`config.mk`:
```
export PLATFORM = sky130hd
export DESIGN_NAME = ps2_kbd_ctrl
export DESIGN_NICKNAME = d
export VERILOG_FILES = /design/src/rtl/ps2_kbd_ctrl_pkg.sv /design/src/rtl/counter.sv /design/src/rtl/key_fifo.sv /design/src/rtl/ps2_kbd_ctrl.sv
export SDC_FILE = /design/constraint.sdc
export NUM_CORES = 1
export LEC_CHECK = 0
export BUFFER_PORTS_ARGS = -buffer_cell sky130_fd_sc_hd__buf_2
export CAP_MARGIN = 10
export CORE_ASPECT_RATIO = 1.75
export CORE_MARGIN = 4
export CORE_UTILIZATION = 45
export DETAILED_ROUTE_END_ITERATION = 7
export GPL_ROUTABILITY_DRIVEN = 0
export SYNTH_ARGS = -nofsm -noshare
export SYNTH_HDL_FRONTEND = slang
export SYNTH_SLANG_ARGS = --single-unit
```
`constraint.sdc`:
```
create_clock -name clk -period 6.85 [get_ports clk]
set_input_delay 2.055 -clock clk [delete_from_list [all_inputs] [get_ports clk]]
set_output_delay 2.055 -clock clk [all_outputs]
set_load 0.02 [all_outputs]
```
`src/rtl/ps2_kbd_ctrl_pkg.sv`:
```
// PS/2 keyboard controller shared definitions.
// Set-2 scan-code prefixes, event layout and FSM encodings.
package ps2_kbd_ctrl_pkg;

    localparam logic [7:0] SC_EXT     = 8'hE0;
    localparam logic [7:0] SC_BRK     = 8'hF0;
    localparam logic [7:0] SC_PAUSE   = 8'hE1;
    localparam logic [7:0] SC_BAT_OK  = 8'hAA;
    localparam logic [7:0] PAUSE_CODE = 8'h77;

    localparam int EV_W = 10;

    localparam logic [2:0] ST_IDLE    = 3'd0;
    localparam logic [2:0] ST_EXT     = 3'd1;
    localparam logic [2:0] ST_BRK     = 3'd2;
    localparam logic [2:0] ST_EXT_BRK = 3'd3;
    localparam logic [2:0] ST_SKIP    = 3'd4;

    // Bytes following E1 that make up the rest of the pause sequence
    localparam logic [2:0] SKIP_LEN = 3'd7;

    function automatic logic [EV_W-1:0] mk_ev(
        input logic       ext,
        input logic       brk,
        input logic [7:0] code
    );
        return {ext, brk, code};
    endfunction

endpackage

```
`src/rtl/counter.sv`:
```
// Free-running up counter with synchronous clear.
// hit flags the LIMIT-1 count; the count holds there until cleared.
module counter #(
    parameter int LIMIT = 16
) (
    input  logic clk,
    input  logic rst,
    input  logic clr,
    input  logic en,
    output logic hit
);

    localparam int W = (LIMIT > 1) ? $clog2(LIMIT) : 1;

    logic [W-1:0] cnt;

    assign hit = en && (cnt == W'(LIMIT - 1));

    // Count while enabled, saturating at the limit
    always_ff @(posedge clk or posedge rst) begin
        if (rst) begin
            cnt <= '0;
        end else if (clr) begin
            cnt <= '0;
        end else if (en && !hit) begin
            cnt <= cnt + 1'b1;
        end
    end

endmodule

```
`src/rtl/key_fifo.sv`:
```
// Synchronous key-event FIFO with wrap-bit pointers.
// A pop in the same cycle as a push on a full FIFO frees the slot first.
module key_fifo #(
    parameter int DEPTH = 8,
    parameter int W     = 10
) (
    input  logic         clk,
    input  logic         rst,
    input  logic         push,
    input  logic [W-1:0] din,
    input  logic         pop,
    output logic [W-1:0] dout,
    output logic         full,
    output logic         empty
);

    localparam int AW = $clog2(DEPTH);

    logic [W-1:0] mem [DEPTH];
    logic [AW:0]  wr_ptr;
    logic [AW:0]  rd_ptr;
    logic         do_pop;
    logic         do_push;

    assign empty   = (wr_ptr == rd_ptr);
    assign full    = (wr_ptr[AW-1:0] == rd_ptr[AW-1:0]) &&
                     (wr_ptr[AW] != rd_ptr[AW]);
    assign do_pop  = pop && !empty;
    assign do_push = push && (!full || do_pop);
    assign dout    = mem[rd_ptr[AW-1:0]];

    // Pointer advance on accepted push/pop
    always_ff @(posedge clk or posedge rst) begin
        if (rst) begin
            wr_ptr <= '0;
            rd_ptr <= '0;
        end else begin
            if (do_push) wr_ptr <= wr_ptr + 1'b1;
            if (do_pop)  rd_ptr <= rd_ptr + 1'b1;
        end
    end

    // Storage; cleared so the head reads zero out of reset
    always_ff @(posedge clk or posedge rst) begin
        if (rst) begin
            for (int i = 0; i < DEPTH; i++) mem[i] <= '0;
        end else if (do_push) begin
            mem[wr_ptr[AW-1:0]] <= din;
        end
    end

endmodule

```
`src/rtl/ps2_kbd_ctrl.sv`:
```
// PS/2 keyboard controller: byte handshake, Set-2 decode,
// key-event FIFO and error/overflow/ready status.
module ps2_kbd_ctrl
    import ps2_kbd_ctrl_pkg::*;
#(
    parameter int DEPTH   = 8,
    parameter int TIMEOUT = 1_000_000,
    parameter int ERR_W   = 8
) (
    input  logic             clk,
    input  logic             rst,
    output logic             rx_req,
    input  logic [7:0]       rx_data,
    input  logic             rx_err,
    input  logic             rx_ack,
    output logic             ev_valid,
    output logic [EV_W-1:0]  ev_data,
    input  logic             ev_pop,
    output logic             ovf,
    input  logic             ovf_clr,
    output logic [ERR_W-1:0] err_cnt,
    output logic             kbd_ready
);

    logic [2:0]      st;
    logic [2:0]      st_n;
    logic [2:0]      skip_cnt;
    logic [2:0]      skip_n;
    logic            accept;
    logic            push;
    logic [EV_W-1:0] ev;
    logic            err_inc;
    logic            rdy_set;
    logic            tmo_hit;
    logic            fifo_full;
    logic            fifo_empty;
    logic            drop;

    assign accept   = rx_ack && rx_req;
    assign ev_valid = !fifo_empty;
    assign drop     = push && fifo_full && !ev_pop;

    counter #(
        .LIMIT (TIMEOUT)
    ) u_tmo (
        .clk (clk),
        .rst (rst),
        .clr ((st == ST_IDLE) || accept),
        .en  (st != ST_IDLE),
        .hit (tmo_hit)
    );

    key_fifo #(
        .DEPTH (DEPTH),
        .W     (EV_W)
    ) u_fifo (
        .clk   (clk),
        .rst   (rst),
        .push  (push),
        .din   (ev),
        .pop   (ev_pop),
        .dout  (ev_data),
        .full  (fifo_full),
        .empty (fifo_empty)
    );

    // Decode the accepted byte; a byte beats a simultaneous timeout
    always_comb begin
        st_n    = st;
        skip_n  = skip_cnt;
        push    = 1'b0;
        ev      = '0;
        err_inc = 1'b0;
        rdy_set = 1'b0;
        if (accept) begin
            if (rx_err) begin
                st_n    = ST_IDLE;
                err_inc = 1'b1;
            end else begin
                unique case (st)
                    ST_IDLE: begin
                        if (rx_data == SC_EXT) begin
                            st_n = ST_EXT;
                        end else if (rx_data == SC_BRK) begin
                            st_n = ST_BRK;
                        end else if (rx_data == SC_PAUSE) begin
                            st_n   = ST_SKIP;
                            skip_n = SKIP_LEN;
                        end else if (rx_data == SC_BAT_OK) begin
                            rdy_set = 1'b1;
                        end else begin
                            push = 1'b1;
                            ev   = mk_ev(1'b0, 1'b0, rx_data);
                        end
                    end
                    ST_EXT: begin
                        if (rx_data == SC_BRK) begin
                            st_n = ST_EXT_BRK;
                        end else if (rx_data != SC_EXT) begin
                            push = 1'b1;
                            ev   = mk_ev(1'b1, 1'b0, rx_data);
                            st_n = ST_IDLE;
                        end
                    end
                    ST_BRK: begin
                        push = 1'b1;
                        ev   = mk_ev(1'b0, 1'b1, rx_data);
                        st_n = ST_IDLE;
                    end
                    ST_EXT_BRK: begin
                        push = 1'b1;
                        ev   = mk_ev(1'b1, 1'b1, rx_data);
                        st_n = ST_IDLE;
                    end
                    ST_SKIP: begin
                        skip_n = skip_cnt - 3'd1;
                        if (skip_cnt == 3'd1) begin
                            push = 1'b1;
                            ev   = mk_ev(1'b1, 1'b0, PAUSE_CODE);
                            st_n = ST_IDLE;
                        end
                    end
                    default: begin
                        st_n = ST_IDLE;
                    end
                endcase
            end
        end else if (tmo_hit) begin
            st_n    = ST_IDLE;
            err_inc = 1'b1;
        end
    end

    // FSM and pause-skip state
    always_ff @(posedge clk or posedge rst) begin
        if (rst) begin
            st       <= ST_IDLE;
            skip_cnt <= '0;
        end else begin
            st       <= st_n;
            skip_cnt <= skip_n;
        end
    end

    // Always ready for the next byte once out of reset
    always_ff @(posedge clk or posedge rst) begin
        if (rst) rx_req <= 1'b0;
        else     rx_req <= 1'b1;
    end

    // Sticky overflow; a new drop wins over a clear
    always_ff @(posedge clk or posedge rst) begin
        if (rst)          ovf <= 1'b0;
        else if (drop)    ovf <= 1'b1;
        else if (ovf_clr) ovf <= 1'b0;
    end

    // Saturating error counter and sticky keyboard-ready flag
    always_ff @(posedge clk or posedge rst) begin
        if (rst) begin
            err_cnt   <= '0;
            kbd_ready <= 1'b0;
        end else begin
            if (err_inc && !(&err_cnt)) err_cnt <= err_cnt + 1'b1;
            if (rdy_set)                kbd_ready <= 1'b1;
        end
    end

endmodule

```
==> results.sh, run 1 <==
export IMPL_outcome="finished clean"
export IMPL_fin_skew_ns=0.009112
export IMPL_cts_resized=0
export IMPL_min_from="kbd_ready$_DFFE_PP0P_"
export IMPL_power_density_nw_per_um2=332.7
export IMPL_yosysTopAreaCell="dfrtp_1"
export IMPL_fp_dieH_microns=164.4
export IMPL_fp_dieW_microns=97.39
export IMPL_synth_distinct_cells=55
export IMPL_hold_violations=0
export IMPL_drive_above_1_share=0.3745
export IMPL_nNetsFinal=549
export IMPL_fmax_mhz=222.2
export IMPL_cap_violations=0
export IMPL_fill_cells=1201
export IMPL_htreeDepth=4
export IMPL_r2r_start="u_fifo.rd_ptr[1]$_DFFE_PP0P_"
export IMPL_grt_max_degree=76
export IMPL_slew_viol_final=0
export IMPL_synth_top_cells_by_area="dfrtp_1 (50%), mux2_2 (17%), mux4_2 (7.2%)"
export IMPL_worstPathRequired_ns=4.80
export IMPL_drt_iter0_drc=146
export IMPL_ant_nets=0
export IMPL_mappedNetlistArea_sq_um=6292
export IMPL_slew_headroom=0.2203
export IMPL_die_area_sq_um=16010
export IMPL_avgSynthCellArea_sq_um=12.74
export IMPL_ys_ff_latch=125
export IMPL_dpl_hpwl_microns=9511
export IMPL_cp_data_arrival_time_ns=2.45
export IMPL_r2r_slack_ns=3.52
export IMPL_synthTopCellsByCount="dfrtp_1 (125), mux2_2 (94), nand2_1 (29), nor2_1 (29), mux4_2 (20)"
export IMPL_clock_sinks=125
export IMPL_fin_cells=716
export IMPL_drt_total_wl_microns=14100
export IMPL_numCtsBuffers=17
export IMPL_crit_path_top_delay_cell="dfrtp_1"
export IMPL_yosys_most_used_dff="dfrtp_1"
export IMPL_crit_chain="buf_4 -> mux4_2 -> mux2_2 -> buf_2"
export IMPL_syn_num_nets=514
export IMPL_critPathMaxFanout=18
export IMPL_syn_to_final_growth_pct=14.87
export IMPL_grt_pass1_wl_microns=23390
export IMPL_critPathTopFamily="multiplexers"
export IMPL_postLayoutCoreUtil=0.5318
export IMPL_synth_enable_flop_cells=0
export IMPL_total_power_mw=2.405
export IMPL_start_kind="register"
export IMPL_p_leak_nw=3.298
export IMPL_holdPathStages=1
export IMPL_postCtsHoldBufs=0
export IMPL_r2r_cells=5
export IMPL_hp_class="reg2reg"
export IMPL_rsz0062_at_grt="no"
export IMPL_whs_ns=0.4718
export IMPL_wl_per_cell_microns=19.70
export IMPL_track_usage=0.1883
export IMPL_post_cts_buffers=0
export IMPL_async_flop_share=1.000
export IMPL_drc=0
export IMPL_initial_core_util=0.4629
export IMPL_core_sq_um=13590
export IMPL_r2r_end="u_fifo.mem[2]$_DFFE_PP0P_"
export IMPL_antenna_found_initial=0
export IMPL_path_class="reg2out"
export IMPL_ir_worst_vdd_mv=0.2560
export IMPL_cts_tree="done"
export IMPL_seq_area_frac_synth=0.4971
export IMPL_yosysTopAreaCellShare=0.4971
export IMPL_tightest_slew_ns=1.170
export IMPL_holdPathEnd="kbd_ready$_DFFE_PP0P_"
export IMPL_rows=56
export IMPL_io_pins=36
export IMPL_fin_tns_setup_ns=0
export IMPL_drtPass1Iterations=4
export IMPL_cp_num_cells=4
export IMPL_ys_warn_count=0
export IMPL_crit_path_end_kind="output port"
export IMPL_synth_most_common_cell="dfrtp_1"
export IMPL_routed_via_count=4117
export IMPL_setup_viol=0
export IMPL_via_per_inst=5.750
export IMPL_clockBufferDepth=2
export IMPL_antenna_cells=0
export IMPL_synthCells=494
export IMPL_grt_overflow_total=0
export IMPL_period_share=0.6571
export IMPL_fin_crit_ns=4.501
export IMPL_grt_pass1_vias=4478
export IMPL_clkSlewWorstSetupHoldPaths_ns=0.06
export IMPL_max_stage_delay_ns=0.59
export IMPL_numPortBuffers=35
export IMPL_clock_insertion_delay_worst_skew_ns=0.42
export IMPL_cp_num_buf_inv=2
export IMPL_place_inst=684
export IMPL_cts_root_buffer="clkbuf_16"
[flip-flops by register name, indices dropped and copies added (netlist names)]
register,flops
u_fifo.wr_ptr,4
skip_cnt,3
u_fifo.mem,80
ovf,1
u_tmo.cnt,20
u_fifo.rd_ptr,4
err_cnt,8
kbd_ready,1
rx_req,1
st,3
[power by group]
| group | total [mW] | switching [mW] | internal [mW] |
|---|---|---|---|
| clock | 0.933 | 0.355 | 0.578 |
| sequential | 0.989 | 0.151 | 0.838 |
| combinational | 0.482 | 0.234 | 0.248 |
[layout by cell type (no fill, tap or decap), types with 13 or more instances in the layout]
cell type / n
mux2_2: 94
mux4_2: 20
xnor2_1: 13
nand3_1: 13
nor2_1: 29
clkbuf_16: 17
dfrtp_1: 125
buf_2: 35
xor2_1: 16
nand2_1: 29
[per-layer routing]
metal  GRT usage  up-vias  wire [microns]
met1      0.2114     2103            5558
met5           0        -               0
met2      0.3454       85            7708
met4     0.07561        0             386
met3     0.04100       31             450
li1            -     1898               -
[final cells by class]
cell class	instances	area [sq um]	area share
Inverter	11	43.79	0.006059
Timing Repair Buffer	38	197.7	0.02735
Sequential cell	125	3128	0.4328
Tap cell	174	217.7	0.03012
Clock buffer	17	425.4	0.05885
Multi-Input combinational cell	336	3029	0.4191
Clock inverter	15	186.4	0.02579
[worst reg2reg max path, cell delays in order, from the launching register on]
cell	delay [ns]
dfrtp_1	1.12
xor2_1	0.21
nor3_1	0.10
nand2_1	0.55
nand4_1	0.72
mux2_2	0.51
[worst max-delay path by stage]
stage,start,to,slack [ns]
final,u_fifo.rd_ptr[0]$_DFFE_PP0P_,ev_data[6],2.35
after global routing,u_fifo.rd_ptr[0]$_DFFE_PP0P_,ev_data[6],2.16
after CTS,u_fifo.rd_ptr[0]$_DFFE_PP0P_,ev_data[6],2.27
after detailed placement,rx_ack,u_fifo.mem[4]$_DFFE_PP0P_,2.04
after global placement,rx_ack,u_fifo.mem[5]$_DFFE_PP0P_,2.17
after floorplan,rst,err_cnt[0]$_DFFE_PP0P_,1.47
[per-stage QoR]
| step | setup WS, ns | instance area [sq um] |
|---|---|---|
| floorplan | 1.467 | 6292 |
| CTS | 2.274 | 7228 |
| global placement | 2.166 | 6616 |
| finish | 2.349 | 7228 |
| global route | 2.160 | 7228 |
| detailed placement | 2.036 | 6616 |
[cell families after synthesis]
logic type	after synthesis	synth area share
fa+ha+maj	6	0.01193
flops	125	0.4971
mux	114	0.2398
other cells	1	0.0005960
buf+inv	33	0.02207
xor+xnor	29	0.04037
compound gates	47	0.05130
simple gates	139	0.1368
(Power assumes the default switching activity.)
==> inputs of run 2 (changes only) <==
ABC_AREA = 1   (was default)
clock period = 3.8 ns   (was 6.85 ns; I/O delays follow)
==> results.sh, run 2 <==
export IMPL_outcome="finished clean"
export IMPL_antenna_found_initial=0
export IMPL_cp_num_buf_inv=2
export IMPL_grt_pass1_vias=5852
export IMPL_numCtsBuffers=17
export IMPL_synth_xor_area_share=0.02389
export IMPL_post_cts_buffers=0
export IMPL_reg_top3="u_fifo.mem: 80 flops, u_tmo.cnt: 20 flops, err_cnt: 8 flops"
export IMPL_numPortBuffers=35
export IMPL_yosys_mux_area_fraction=0
export IMPL_path_class="reg2out"
export IMPL_final_cell_mix="nand2_1 (327), dfrtp_1 (125), nor2_1 (113), inv_1 (63), o21ai_0 (60)"
export IMPL_grt_overflow_total=0
export IMPL_yosysTopAreaCellShare=0.4740
export IMPL_hold_violations=0
export IMPL_cp_common_cell="nor2_1"
export IMPL_period_share=0.8803
export IMPL_r2r_start="st[1]$_DFFE_PP0P_"
export IMPL_fp_dieW_microns=99.54
export IMPL_worstPathRequired_ns=2.66
export IMPL_antenna_cells=0
export IMPL_cts_root_buffer="clkbuf_16"
export IMPL_min_from="u_fifo.mem[69]$_DFFE_PP0P_"
export IMPL_dpl_hpwl_microns=12520
export IMPL_fp_dieH_microns=168.2
export IMPL_start_kind="register"
export IMPL_clockBufferDepth=2
export IMPL_io_pins=36
export IMPL_core_sq_um=14370
export IMPL_holdPathStages=2
export IMPL_r2r_cells=12
export IMPL_syn_to_final_growth_pct=15.79
export IMPL_largest_reg_flops=80
export IMPL_crit_path_end_kind="output port"
export IMPL_startpoint="u_fifo.rd_ptr[0]$_DFFE_PP0P_"
export IMPL_crit_chain="inv_2 -> nor2_1 -> o22ai_1 -> nor2_1 -> a31oi_1 -> buf_2"
export IMPL_slew_viol_final=0
export IMPL_cts_resized=0
export IMPL_setup_viol=0
export IMPL_yosys_area_share_adder=0.01138
export IMPL_cap_violations=0
export IMPL_drt_iter0_drc=332
export IMPL_r2r_end="u_fifo.mem[8]$_DFFE_PP0P_"
export IMPL_synth_most_common_cell="nand2_1"
export IMPL_postLayoutCoreUtil=0.5318
export IMPL_mappedNetlistArea_sq_um=6599
export IMPL_holdPathEnd="u_fifo.mem[69]$_DFFE_PP0P_"
export IMPL_yosysTopAreaCell="dfrtp_1"
export IMPL_whs_ns=0.4735
export IMPL_grt_max_degree=72
export IMPL_cp_data_arrival_time_ns=2.21
export IMPL_clkSlewWorstSetupHoldPaths_ns=0.06
export IMPL_synth_top_cells_by_area="dfrtp_1 (47%), nand2_1 (19%), nor2_1 (6.4%)"
export IMPL_max_stage_delay_ns=0.46
export IMPL_drt_total_wl_microns=18100
export IMPL_drive_above_1_share=0.1211
export IMPL_yosys_most_used_dff="dfrtp_1"
export IMPL_async_flop_share=1.000
export IMPL_critPathMaxFanout=37
export IMPL_nNetsFinal=940
export IMPL_total_power_mw=5.026
export IMPL_htreeDepth=4
export IMPL_ys_ff_latch=125
export IMPL_drc=0
export IMPL_synthTopCellsByCount="nand2_1 (327), dfrtp_1 (125), nor2_1 (113)"
export IMPL_wl_per_cell_microns=16.26
export IMPL_r2r_slack_ns=1.26
export IMPL_clock_sinks=125
export IMPL_track_usage=0.2279
export IMPL_synthCells=874
export IMPL_synthSimpleGateAreaFrac=0.3385
export IMPL_synth_enable_flop_cells=0
export IMPL_seq_area_frac_synth=0.4740
export IMPL_tightest_slew_ns=0.8095
export IMPL_clock_insertion_delay_worst_skew_ns=0.42
export IMPL_fin_tns_setup_ns=0
export IMPL_routed_via_count=5878
export IMPL_critPathTopFamily="buffers and inverters"
export IMPL_die_area_sq_um=16740
export IMPL_cts_tree="done"
export IMPL_initial_core_util=0.4592
export IMPL_largest_register="u_fifo.mem"
export IMPL_drtPass1Iterations=5
export IMPL_power_density_nw_per_um2=657.7
export IMPL_synth_distinct_cells=39
export IMPL_postCtsHoldBufs=0
export IMPL_rsz0062_at_grt="no"
export IMPL_fin_cells=1113
export IMPL_ir_worst_vdd_mv=0.3180
export IMPL_synth_compound_area_frac=0.09424
export IMPL_rows=58
export IMPL_fmax_mhz=298.9
export IMPL_ys_warn_count=0
export IMPL_place_inst=1081
export IMPL_avgSynthCellArea_sq_um=7.550
export IMPL_ant_nets=0
export IMPL_crit_path_top_delay_cell="inv_2"
export IMPL_slew_headroom=0.4584
export IMPL_synth_top_family_by_area="simple AND/OR/NAND/NOR gates"
export IMPL_via_per_inst=5.281
export IMPL_grt_pass1_wl_microns=29790
export IMPL_p_leak_nw=4.020
export IMPL_fill_cells=1418
export IMPL_fin_skew_ns=0.009837
export IMPL_hp_class="reg2reg"
export IMPL_fin_crit_ns=3.345
export IMPL_syn_num_nets=894
export IMPL_final_common_cell="nand2_1"
==> run 2: power breakdown <==
part	internal, mW	switching, mW	leakage [nW]
registers	1.51	0.152	1.71
logic	0.526	1.11	2.01
clock network	1.13	0.597	0.307
==> run 2: cell type report <==
| cell class | count | area, sq um | area share |
|---|---|---|---|
| repair buffers | 51 | 307.8 | 0.04028 |
| flip-flops and latches | 125 | 3128 | 0.4094 |
| multi-input cells | 656 | 3092 | 0.4046 |
| inverters | 69 | 262.8 | 0.03439 |
| well taps | 180 | 225.2 | 0.02947 |
| clock inverters | 11 | 165.2 | 0.02161 |
| clock buffers | 21 | 460.4 | 0.06026 |
==> run 2: worst register-to-register path, stage by stage, from the launching register on <==
cell,delay [ns]
dfrtp_1,0.41
inv_2,0.09
nand2_2,0.10
inv_2,0.10
nand2_1,0.16
a21oi_1,0.16
nand3_1,0.13
nand2_2,0.28
nand3_4,0.37
nor2_1,0.34
buf_4,0.20
nand2_1,0.05
nand2_1,0.08
==> run 2: logic make-up after synthesis <==
kind of cell,count (synthesis)
other,1
buffers and inverters,93
flip-flops,125
XOR/XNOR,18
AO/OA/AOI/OAI,112
AND/OR/NAND/NOR,519
adder cells (fa/ha/maj),6
==> run 2: per-layer routing <==
layer,up-vias,routed length [microns],part of all wire,track usage
li1,2888,-,-,-
met1,2797,7382,0.41,0.2645
met2,144,9385,0.52,0.4002
met3,49,590,0.033,0.04726
met4,0,737,0.041,0.1005
met5,-,0,0,0
==> run 2: worst max-delay path by stage <==
stage                                endpoint  cells past startpoint
finish                             ev_data[0]                      6
global route                       ev_data[9]                      6
CTS                                ev_data[0]                      6
detailed placement  u_fifo.mem[8]$_DFFE_PP0P_                     12
global placement    u_fifo.mem[8]$_DFFE_PP0P_                     12
floorplan              err_cnt[0]$_DFFE_PP0P_                      1
==> run 2: stage by stage <==
stage / area (sq um) / setup slack [ns]
final: 7641 / 0.4547
after global routing: 7641 / 0.2800
after CTS: 7641 / 0.4488
after detailed placement: 7015 / 0.6265
after global placement: 7015 / 0.6968
after floorplan: 6603 / 1.121
